==> src/rtl/seg_scan_mux.sv <==
// Purpose   : time-multiplexes four 8-bit segment patterns onto one common-anode
//             4-digit 7-segment module, with per-slot blanking and optional blink.
// Latency   : outputs registered, aligned with cnt/digit_idx (no extra lag cycle);
//             new input patterns appear at the next frame boundary.
// Backpress : none, free-running scanner; inputs are sampled, never acknowledged.
//
// Ports:
//   clk        system clock
//   clear      synchronous reset, active-low
//   seg0..seg3 digit patterns (seg0 = rightmost digit)
//   blink_en   1 = blink the whole display
//   seg_out    shared segment lines
//   an_out     anode enables, bit i = digit i
//   digit_idx  digit slot currently scanned
//   frame_tick 1-cycle pulse in the first cycle of every frame
module seg_scan_mux #(
    parameter int           DIGIT_TICKS   = 12500,
    parameter int           BLANK_TICKS   = 500,
    parameter int           BLINK_FRAMES  = 256,
    parameter logic [7:0]   SEG_OFF       = 8'hFF,
    parameter bit           AN_ACTIVE_LOW = 1'b1
) (
    input  logic       clk,
    input  logic       clear,
    input  logic [7:0] seg0,
    input  logic [7:0] seg1,
    input  logic [7:0] seg2,
    input  logic [7:0] seg3,
    input  logic       blink_en,
    output logic [7:0] seg_out,
    output logic [3:0] an_out,
    output logic [1:0] digit_idx,
    output logic       frame_tick
);

    localparam int CW = (DIGIT_TICKS  > 1) ? $clog2(DIGIT_TICKS)  : 1;
    localparam int BW = (BLINK_FRAMES > 1) ? $clog2(BLINK_FRAMES) : 1;
    localparam logic [3:0] AN_OFF = AN_ACTIVE_LOW ? 4'hF : 4'h0;

    logic [CW-1:0] cnt, cnt_nx;
    logic [1:0]    idx_nx;
    logic [7:0]    shadow    [4];
    logic [7:0]    shadow_nx [4];
    logic [7:0]    seg_in    [4];
    logic          load_pending;
    logic [BW-1:0] blink_cnt, blink_cnt_nx;
    logic          blink_phase, blink_phase_nx;

    logic          last_slot;
    logic          frame_wrap;
    logic          load;
    logic          dark;
    logic [3:0]    an_sel;
    logic [3:0]    an_nx;
    logic [7:0]    seg_nx;

    always_comb begin
        seg_in[0] = seg0;
        seg_in[1] = seg1;
        seg_in[2] = seg2;
        seg_in[3] = seg3;

        last_slot  = (int'(cnt) == DIGIT_TICKS - 1);
        cnt_nx     = last_slot ? '0 : cnt + 1'b1;
        idx_nx     = last_slot ? digit_idx + 2'd1 : digit_idx;
        frame_wrap = last_slot && (digit_idx == 2'd3);

        // Shadows only change at a frame boundary (or right after reset),
        // so a digit can never tear mid-frame.
        load = load_pending || frame_wrap;
        for (int i = 0; i < 4; i++) begin
            shadow_nx[i] = load ? seg_in[i] : shadow[i];
        end

        blink_cnt_nx   = blink_cnt;
        blink_phase_nx = blink_phase;
        if (!blink_en) begin
            blink_cnt_nx   = '0;
            blink_phase_nx = 1'b0;
        end else if (frame_wrap) begin
            if (int'(blink_cnt) == BLINK_FRAMES - 1) begin
                blink_cnt_nx   = '0;
                blink_phase_nx = ~blink_phase;
            end else begin
                blink_cnt_nx = blink_cnt + 1'b1;
            end
        end

        // Decode from next-state values so the registered outputs line up
        // with the counters in the same cycle.
        dark   = (int'(cnt_nx) < BLANK_TICKS) || blink_phase_nx;
        an_sel = 4'b0001 << idx_nx;
        an_nx  = dark ? AN_OFF : (AN_ACTIVE_LOW ? ~an_sel : an_sel);
        seg_nx = dark ? SEG_OFF : shadow_nx[idx_nx];
    end

    always_ff @(posedge clk) begin
        if (!clear) begin
            cnt          <= '0;
            digit_idx    <= 2'd0;
            for (int i = 0; i < 4; i++) begin
                shadow[i] <= SEG_OFF;
            end
            load_pending <= 1'b1;
            blink_cnt    <= '0;
            blink_phase  <= 1'b0;
            an_out       <= AN_OFF;
            seg_out      <= SEG_OFF;
            frame_tick   <= 1'b0;
        end else begin
            cnt          <= cnt_nx;
            digit_idx    <= idx_nx;
            for (int i = 0; i < 4; i++) begin
                shadow[i] <= shadow_nx[i];
            end
            load_pending <= 1'b0;
            blink_cnt    <= blink_cnt_nx;
            blink_phase  <= blink_phase_nx;
            an_out       <= an_nx;
            seg_out      <= seg_nx;
            frame_tick   <= frame_wrap;
        end
    end

endmodule

==> config.mk <==
export PLATFORM = sky130hd
export DESIGN_NAME = seg_scan_mux
export DESIGN_NICKNAME = d
export VERILOG_FILES = /design/src/rtl/seg_scan_mux.sv
export SDC_FILE = /design/constraint.sdc
export NUM_CORES = 1
export LEC_CHECK = 0
export BUFFER_PORTS_ARGS = -buffer_cell sky130_fd_sc_hd__buf_4
export CORE_MARGIN = 2
export CORE_UTILIZATION = 30
export CTS_CLUSTER_DIAMETER = 50
export CTS_CLUSTER_SIZE = 30
export DETAILED_ROUTE_END_ITERATION = 8
export PLACE_DENSITY = 0.47
export SLEW_MARGIN = 20
export SYNTH_ARGS = -nofsm -noshare
export SYNTH_HDL_FRONTEND = slang
export SYNTH_SLANG_ARGS = --single-unit
export TNS_END_PERCENT = 50
==> constraint.sdc <==
create_clock -name clk -period 5.4 [get_ports clk]
set_input_delay 1.62 -clock clk [delete_from_list [all_inputs] [get_ports clk]]
set_output_delay 1.62 -clock clk [all_outputs]
set_load 0.005 [all_outputs]
==> results of run 1 <==
cells in the mapped netlist, types with 2 or more instances:
| cell type | count | area [sq um] |
|---|---|---|
| sky130_fd_sc_hd__and2_1 | 2 | 12.5 |
| sky130_fd_sc_hd__a311oi_1 | 7 | 61.3 |
| sky130_fd_sc_hd__a21o_1 | 2 | 15.0 |
| sky130_fd_sc_hd__nor4_1 | 4 | 25.0 |
| sky130_fd_sc_hd__ha_1 | 3 | 37.5 |
| sky130_fd_sc_hd__nor2_1 | 26 | 97.6 |
| sky130_fd_sc_hd__nand2_1 | 86 | 323 |
| sky130_fd_sc_hd__nor3_1 | 10 | 50.1 |
| sky130_fd_sc_hd__and3_1 | 2 | 12.5 |
| sky130_fd_sc_hd__mux2i_1 | 34 | 340 |
| sky130_fd_sc_hd__o211ai_1 | 8 | 60.1 |
| sky130_fd_sc_hd__a31oi_1 | 5 | 31.3 |
| sky130_fd_sc_hd__nand4_1 | 5 | 31.3 |
| sky130_fd_sc_hd__nor2b_1 | 27 | 169 |
| sky130_fd_sc_hd__clkbuf_1 | 18 | 67.6 |
| sky130_fd_sc_hd__buf_1 | 5 | 18.8 |
| sky130_fd_sc_hd__and4b_1 | 3 | 30.0 |
| sky130_fd_sc_hd__inv_1 | 3 | 11.3 |
| sky130_fd_sc_hd__o21ai_0 | 9 | 45.0 |
| sky130_fd_sc_hd__a21oi_1 | 5 | 25.0 |
| sky130_fd_sc_hd__xnor2_1 | 11 | 96.3 |
| sky130_fd_sc_hd__a211oi_1 | 28 | 210 |
| sky130_fd_sc_hd__mux2_2 | 7 | 78.8 |
| sky130_fd_sc_hd__buf_2 | 17 | 85.1 |
| sky130_fd_sc_hd__nand2b_1 | 4 | 25.0 |
| sky130_fd_sc_hd__nand3_1 | 50 | 250 |
| sky130_fd_sc_hd__nor3b_1 | 2 | 15.0 |
| sky130_fd_sc_hd__o2111ai_1 | 2 | 17.5 |
| sky130_fd_sc_hd__a2111oi_0 | 9 | 78.8 |
| sky130_fd_sc_hd__xor2_1 | 10 | 87.6 |
| sky130_fd_sc_hd__dfxtp_1 | 71 | 1420 |
| sky130_fd_sc_hd__and4_1 | 2 | 17.5 |
registers in the layout, summed over array words and instances, names as in the netlist:
signal and flops:
shadow 32, cnt 14, blink_cnt 8, seg_out 8
an_out 4, digit_idx 2, blink_phase 1, frame_tick 1
load_pending 1
stage by stage:
stage | power (mW) | utilization | area (sq um) | instances | worst slack (ps)
after floorplan | 0.635 | - | 4010 | 493 | 2710
after global placement | 0.679 | 0.340 | 4470 | 682 | 2220
after detailed placement | 0.680 | 0.340 | 4470 | 682 | 2110
after CTS | 1.24 | 0.361 | 4740 | 698 | 2160
after global routing | 1.28 | 0.361 | 4740 | 698 | 1900
final | 1.22 | 0.361 | 4740 | 698 | 2170
worst max-delay path by stage:
stage,start,end,slack [ps],cells past startpoint
2_1_floorplan,clear,seg_out[0],2710,4
3_3_place_gp,clear,seg_out[1],2220,4
3_5_place_dp,clear,seg_out[7],2110,4
4_1_cts,cnt[0],seg_out[7],2160,9
5_1_grt,cnt[0],seg_out[1],1900,9
6_report,cnt[0],seg_out[7],2170,9
layout make-up:
class | count | area (sq um) | share of cell area
multi-input cells | 376 | 2400 | 0.505
flip-flops and latches | 71 | 1420 | 0.300
repair buffers | 55 | 413 | 0.0871
clock buffers | 10 | 239 | 0.0504
well taps | 176 | 220 | 0.0464
clock inverters | 6 | 36.3 | 0.00765
inverters | 4 | 15.0 | 0.00317
power groups by stage:
stage | Sequential (mW) | Combinational, mW | Clock [mW]
floorplan | 0.564 | 0.0714 | 0
global placement | 0.570 | 0.108 | 0
detailed placement | 0.571 | 0.109 | 0
CTS | 0.560 | 0.109 | 0.571
global route | 0.563 | 0.122 | 0.593
finish | 0.560 | 0.108 | 0.553
routing by layer:
| metal | GRT usage | vias to the layer above |
|---|---|---|
| met2 | 0.244 | 78 |
| li1 | - | 1822 |
| met5 | 0 | - |
| met1 | 0.205 | 1670 |
| met4 | 0.0456 | 0 |
| met3 | 0.0375 | 11 |
kinds of logic (layout without fill, tap and decap cells):
kind of cell / count (synthesis) / in the layout
simple gates: 228 / 228
compound gates: 83 / 83
flops: 71 / 71
buf+inv: 46 / 75
mux: 41 / 41
xor+xnor: 21 / 21
fa+ha+maj: 3 / 3
critical path, delay by kind of cell, from the launching register on:
family / cells / cell delay, ps
AO/OA/AOI/OAI: 2 / 660
adder cells (fa/ha/maj): 1 / 390
buffers and inverters: 2 / 790
flip-flops: 1 / 420
AND/OR/NAND/NOR: 4 / 790
==> metrics, run 1 <==
highest-count cells in the layout ignoring fill and taps=sky130_fd_sc_hd__nand2_1 (86), sky130_fd_sc_hd__dfxtp_1 (70), sky130_fd_sc_hd__buf_4 (55); transition time at the pin with the least slew margin=923 ps; peak supply drop=0.153 mV; count of max-cap constraint violations=0; main combinational cell family by area after synthesis=simple AND/OR/NAND/NOR gates; cell type with the highest occurrence count on the critical path=sky130_fd_sc_hd__buf_4; DRC=0; share of cells above drive strength 1=0.165; cells along the critical path=ha_1 > nor2b_1 > and4_1 > buf_4 > a21o_1 > buf_4 > nand2_1 > o211ai_1 > nand3_1; static leakage power=around 1.7 nW; number of fill cells in the layout=1394; proportion of total power due to net switching=0.250; share of total power in sequential cells=0.459; hold_sp=shadow[2][6]; top routing layer in use=met4; delay of the slowest cell on the worst path=420 ps; Hold Path Sink=shadow[2][6]; TritonCTS clock tree=yes; die extent in x=120 um; via count of the first global-routing pass=3393; TritonCTS buffer count=9; R2R Path End=seg_out[7]; NetSw=approximately 310 uW; boundary pin count=50; adder-cell share of the synthesized area=0.00935; total wire length=between 10000 and 15000 um; remaining antenna violation count after routing=0; count of warnings emitted by yosys=0; CTS HTree Levels=3; later-pin clock latency in the skew report=roughly 340 ps; number of antenna diodes=0; Data required, critical path=about 5600 ps; NumNets Final=roughly 560; Layout area overhead=18.2%; startpoint type of the worst setup path=register; overall global routing resource usage=0.153; overall die area=between 0.01 and 0.015 sq mm; HP Class=reg2reg; master of the slowest instance on the critical path=sky130_fd_sc_hd__dfxtp_1; final count of hold timing violations=0; count of hold-fix buffers inserted at cts=0; R2R cell count=9; WL met3=between 400 and 500 um; count of different cell masters after synthesis=48; arrival time worst endpoint=approximately 3400 ps; clock network fraction of total power=0.453; initial antenna violation count=0; wire per inst=around 15 um; xor/xnor cell area share of the yosys netlist=0.0458; wire length the detailed router placed on met1=roughly 5200 um; via count=about 3.6k; Placeable Area=0.0131 sq mm; maximum fanout encountered on the critical timing path=42; clock transition time at the flip-flop clock pins of the worst setup and hold paths=~60 ps; main flop type after synthesis=sky130_fd_sc_hd__dfxtp_1; Port-buffer cells=between 40 and 50; cell internal power dissipation=915 uW; post-route worst hold slack=462 ps; setup tns final=0 ps; maximum frequency from static timing analysis=around 0.31 GHz; clock root buffer master=sky130_fd_sc_hd__clkbuf_16; length of the first detailed-routing pass in iterations=4; simple-gate portion of the synthesized area=0.278; initial drt markers=204; hold-critical path depth=2; portion of total power attributed to combinational logic=0.088; number of setup violations in the final report=0; Critical Setup Path Class=reg2reg; power density over the cells=about 260 mW/mm^2; post-synth net total=~530; sinks on the clock net=just over 70; sequential cell area fraction in the yosys report=0.354; unrepaired setup endpoints after global routing=false; effective utilization at floorplan=0.305; standard-cell rows=between 40 and 50; detailed-routed wire length on met2=slightly below 5000 um; GP Congestion=~0.8; first-pass GRT wire length=17500 um; outcome=finished, final reports clean; grt total ovfl=0; portion of netlist area occupied by mux cells=0.104; crit end category=register; Final HPWL DP=~7000 um; worst slew margin relative to its limit=0.384; EDFF count, synth=0; worst reg2reg setup slack=~2200 ps; shortest clock period the worst path allows after layout=around 3200 ps; final max-slew violation count=0; Post-CTS Repair Setup Buffers=0; fraction of the mapped netlist area in compound gates=0.159; chip height=about 120 um; clock tree skew after final layout=between 5 and 6 ps; Max Root-Sink Buffers=2; register bit count reported by yosys=71; most common cell after layout, fill and taps aside=sky130_fd_sc_hd__nand2_1; pin count of the biggest net entering global routing=between 50 and 60; count of instances resized after the clock tree is built=0; average vias per placed instance=5.13; Syn Std Cell Area=between 0.004 and 0.005 sq mm; Async SR Flop Fraction=0; post-synthesis area per instance=approximately 8.1 sq um; final period utilization=0.599; r2r startpoint=cnt[0]; gate count of the mapped netlist=approximately 490
Power figures use the tool's default switching activity.
==> inputs of run 2 (changes only) <==
--- a/config.mk
+++ b/config.mk
@@ -5,13 +5,14 @@
 export SDC_FILE = /design/constraint.sdc
 export NUM_CORES = 1
 export LEC_CHECK = 0
+export ABC_AREA = 1
 export BUFFER_PORTS_ARGS = -buffer_cell sky130_fd_sc_hd__buf_4
 export CORE_MARGIN = 2
 export CORE_UTILIZATION = 30
 export CTS_CLUSTER_DIAMETER = 50
 export CTS_CLUSTER_SIZE = 30
 export DETAILED_ROUTE_END_ITERATION = 8
-export PLACE_DENSITY = 0.47
+export PLACE_DENSITY = 0.49
 export SLEW_MARGIN = 20
 export SYNTH_ARGS = -nofsm -noshare
 export SYNTH_HDL_FRONTEND = slang
==> constraint.sdc (replaced) <==
create_clock -name clk -period 2.6 [get_ports clk]
set_input_delay 0.78 -clock clk [delete_from_list [all_inputs] [get_ports clk]]
set_output_delay 0.78 -clock clk [all_outputs]
set_load 0.005 [all_outputs]
==> run 2 against run 1 <==
  * Sequential power rose by 100%
  * First-iteration DRC count fell by 17%
  * Non-clock buffer count fell by 1
  * Final cell count rose by 1.1%
  * Area after synthesis fell by 13%
  * Clock-buffer cell count rose by 1
  * Sequential share of layout area rose by 3.6 points
  * Worst hold slack improved by 15 ps
==> metrics, run 2 <==
outcome=finished, final reports clean; register bit count reported by yosys=71 (unchanged); NetSw=557 uW (+82%); pin count of the biggest net entering global routing=33 (-43%); static leakage power=1.99 nW (+14%); Placeable Area=0.0114 sq mm (-13%); cell internal power dissipation=1.86 mW (+100%); Post-CTS Repair Setup Buffers=0 (unchanged); fraction of synthesized cell area taken by the top area cell type=0.408 (+0.0534); post-synthesis area per instance=6.81 sq um (-16%); number of buffers and inverters on the critical path=0 (-2); clock network fraction of total power=0.447 (-0.006); CTS HTree Levels=3 (unchanged); final period utilization=0.924 (+0.325); leading cell type by number of instances after synthesis=sky130_fd_sc_hd__nand2_1; arrival time worst endpoint=2680 ps (-730 ps); die extent in x=112 um (-6.5%); final max-slew violation count=0 (unchanged); Setup WS pre-CTS=155 ps (-1960 ps); setup tns final=0 ps (unchanged); largest area contributor in the netlist=sky130_fd_sc_hd__dfxtp_1; clock root buffer master=sky130_fd_sc_hd__clkbuf_16; unrepaired setup endpoints after global routing=false; Layout area overhead=21.4%; total wire length=9190 um (-15%); maximum fanout encountered on the critical timing path=11 (-74%); share of cells above drive strength 1=0.163 (-0.00134); TritonCTS buffer count=9 (unchanged); count of max-cap constraint violations=0 (unchanged); overall global routing resource usage=0.150 (-0.00332); clock transition time at the flip-flop clock pins of the worst setup and hold paths=50 ps (about the same); sequential cell area fraction in the yosys report=0.408 (+0.0534); Data required, critical path=2870 ps (-2710 ps); flip-flop count of the largest register, all copies and words added=32 (unchanged); share of total power in sequential cells=0.470 (+0.011); delay of the slowest cell on the worst path=480 ps (+60 ps); average vias per placed instance=4.68 (-8.8%); cells along the critical path=ha_1 > nand3_1 > nor2_4 > nand2_2 > nand2_1 > nand2_1 > nor2_2 > nand2_1 > nand2_1 > a21oi_1 > nand2_1; clock tree skew after final layout=6.23 ps (+0.496 ps); DRC=0 (unchanged); NumNets Final=599 (+7.9%); HP Class=reg2reg; remaining antenna violation count after routing=0 (unchanged); length of the first detailed-routing pass in iterations=4 (unchanged); wire per inst=13.0 um (-16%); sinks on the clock net=71 (unchanged); via count of the first global-routing pass=3036 (-11%); final worst-path setup slack=198 ps (-1970 ps); main flop type after synthesis=sky130_fd_sc_hd__dfxtp_1; TritonCTS clock tree=yes; count of instances resized after the clock tree is built=0 (unchanged); maximum frequency from static timing analysis=0.416 GHz (+35%); number of setup violations in the final report=0 (unchanged); cell types with the highest counts after synthesis=sky130_fd_sc_hd__nand2_1 (168), sky130_fd_sc_hd__nand3_1 (75), sky130_fd_sc_hd__dfxtp_1 (71); power density over the cells=571 mW/mm^2 (+120%); Biggest register=shadow; first-pass GRT wire length=14900 um (-15%); Port-buffer cells=49 (unchanged); effective utilization at floorplan=0.307 (+0.00127); Syn Std Cell Area=0.00349 sq mm (-13%); via count=3302 (-7.8%); EDFF count, synth=0 (unchanged); grt total ovfl=0 (unchanged); startpoint type of the worst setup path=register; proportion of total power due to net switching=0.230 (-0.0201); total power draw=2.42 mW (+98%); overall die area=0.0125 sq mm (-13%); worst slew margin relative to its limit=0.657 (+0.272); portion of total power attributed to combinational logic=0.083 (-0.005); later-pin clock latency in the skew report=330 ps (about the same); peak supply drop=0.325 mV (+110%); most common cell after layout, fill and taps aside=sky130_fd_sc_hd__nand2_1; GP Congestion=0.870 (+10%); Max Root-Sink Buffers=2 (unchanged); CP top delay family=simple AND/OR/NAND/NOR gates; standard-cell rows=39 (-7.1%); post-synth net total=550 (+3.6%); boundary pin count=50 (unchanged); cell type with the highest occurrence count on the critical path=sky130_fd_sc_hd__nand2_1; number of antenna diodes=0 (unchanged); Critical Setup Path Class=reg2reg; shortest clock period the worst path allows after layout=2400 ps (-831 ps); transition time at the pin with the least slew margin=511 ps (-411 ps); crit end category=register; chip height=112 um (-6.5%); count of warnings emitted by yosys=0 (unchanged); highest-count cells in the layout ignoring fill and taps=sky130_fd_sc_hd__nand2_1 (168), sky130_fd_sc_hd__nand3_1 (75), sky130_fd_sc_hd__dfxtp_1 (71); master of the slowest instance on the critical path=sky130_fd_sc_hd__nor2_2; final count of hold timing violations=0 (unchanged); initial drt markers=169 (-17%); gate count of the mapped netlist=512 (+3.9%); Async SR Flop Fraction=0 (unchanged); count of different cell masters after synthesis=31 (-35%); count of hold-fix buffers inserted at cts=0 (unchanged); initial antenna violation count=0 (unchanged); Final HPWL DP=6690 um (-4.9%); largest registers ranked by flip-flop count=shadow x32, cnt x14; top cells by area, synth=sky130_fd_sc_hd__dfxtp_1 (41%), sky130_fd_sc_hd__nand2_1 (18%), sky130_fd_sc_hd__nand3_1 (11%)
-- run 2: area by class of cell --
cell class	instances	area, sq um
multi-input combinational	369	1760
clock buffer	11	243
clock inverter	2	10.0
timing repair buffer	54	405
sequential	71	1420
fill	1221	7140
tap	143	179
inverter	56	210
-- run 2: power groups by stage --
| stage | registers (mW) | clock network [mW] | logic [mW] |
|---|---|---|---|
| 6_report | 1.14 | 1.08 | 0.201 |
| 2_1_floorplan | 1.16 | 0 | 0.133 |
| 3_3_place_gp | 1.16 | 0 | 0.202 |
| 3_5_place_dp | 1.16 | 0 | 0.202 |
| 5_1_grt | 1.14 | 1.16 | 0.230 |
| 4_1_cts | 1.14 | 1.12 | 0.203 |
-- run 2: worst reg2reg max path: cells and delay by family, from the launching register on --
family | cells | cell delay [ps]
fa+ha+maj | 1 | 280
compound gates | 1 | 50
simple gates | 9 | 1610
flops | 1 | 390
-- run 2: metal layers --
layer / wire length, um / part of all wire / global-route usage / up-vias
met1: 4300 / 0.47 / 0.201 / 1481
met4: 106 / 0.012 / 0.0403 / 0
li1: - / - / - / 1729
met2: 4250 / 0.46 / 0.233 / 84
met3: 537 / 0.058 / 0.0479 / 8
met5: 0 / 0 / 0 / -
-- run 2: cells by family (layout without fill, tap and decap cells) --
| family | after synthesis | count (layout) | share of synthesized area |
|---|---|---|---|
| flip-flops | 71 | 71 | 0.408 |
| AND/OR/NAND/NOR | 339 | 339 | 0.450 |
| buffers and inverters | 72 | 123 | 0.0865 |
| adder cells (fa/ha/maj) | 3 | 3 | 0.0108 |
| XOR/XNOR | 4 | 4 | 0.0100 |
| AO/OA/AOI/OAI | 23 | 23 | 0.0352 |
-- run 2: worst paths after layout --
path              startpoint          to  slack [ps]  cells past startpoint
setup / recovery      cnt[0]  seg_out[5]         200                     11
hold / removal        cnt[0]      cnt[0]         480                      1
setup reg to reg      cnt[0]  seg_out[5]         200                     11
hold reg to reg       cnt[0]      cnt[0]         480                      1
-- run 2: stage by stage --
step | instances | util | instance area, sq um | hold WS, ps
6_report | 706 | 0.372 | 4230 | 477
5_1_grt | 706 | 0.372 | 4230 | 493
4_1_cts | 706 | 0.372 | 4230 | 483
3_5_place_dp | 693 | 0.350 | 3980 | 471
3_3_place_gp | 693 | 0.350 | 3980 | 456
2_1_floorplan | 512 | - | 3490 | 441
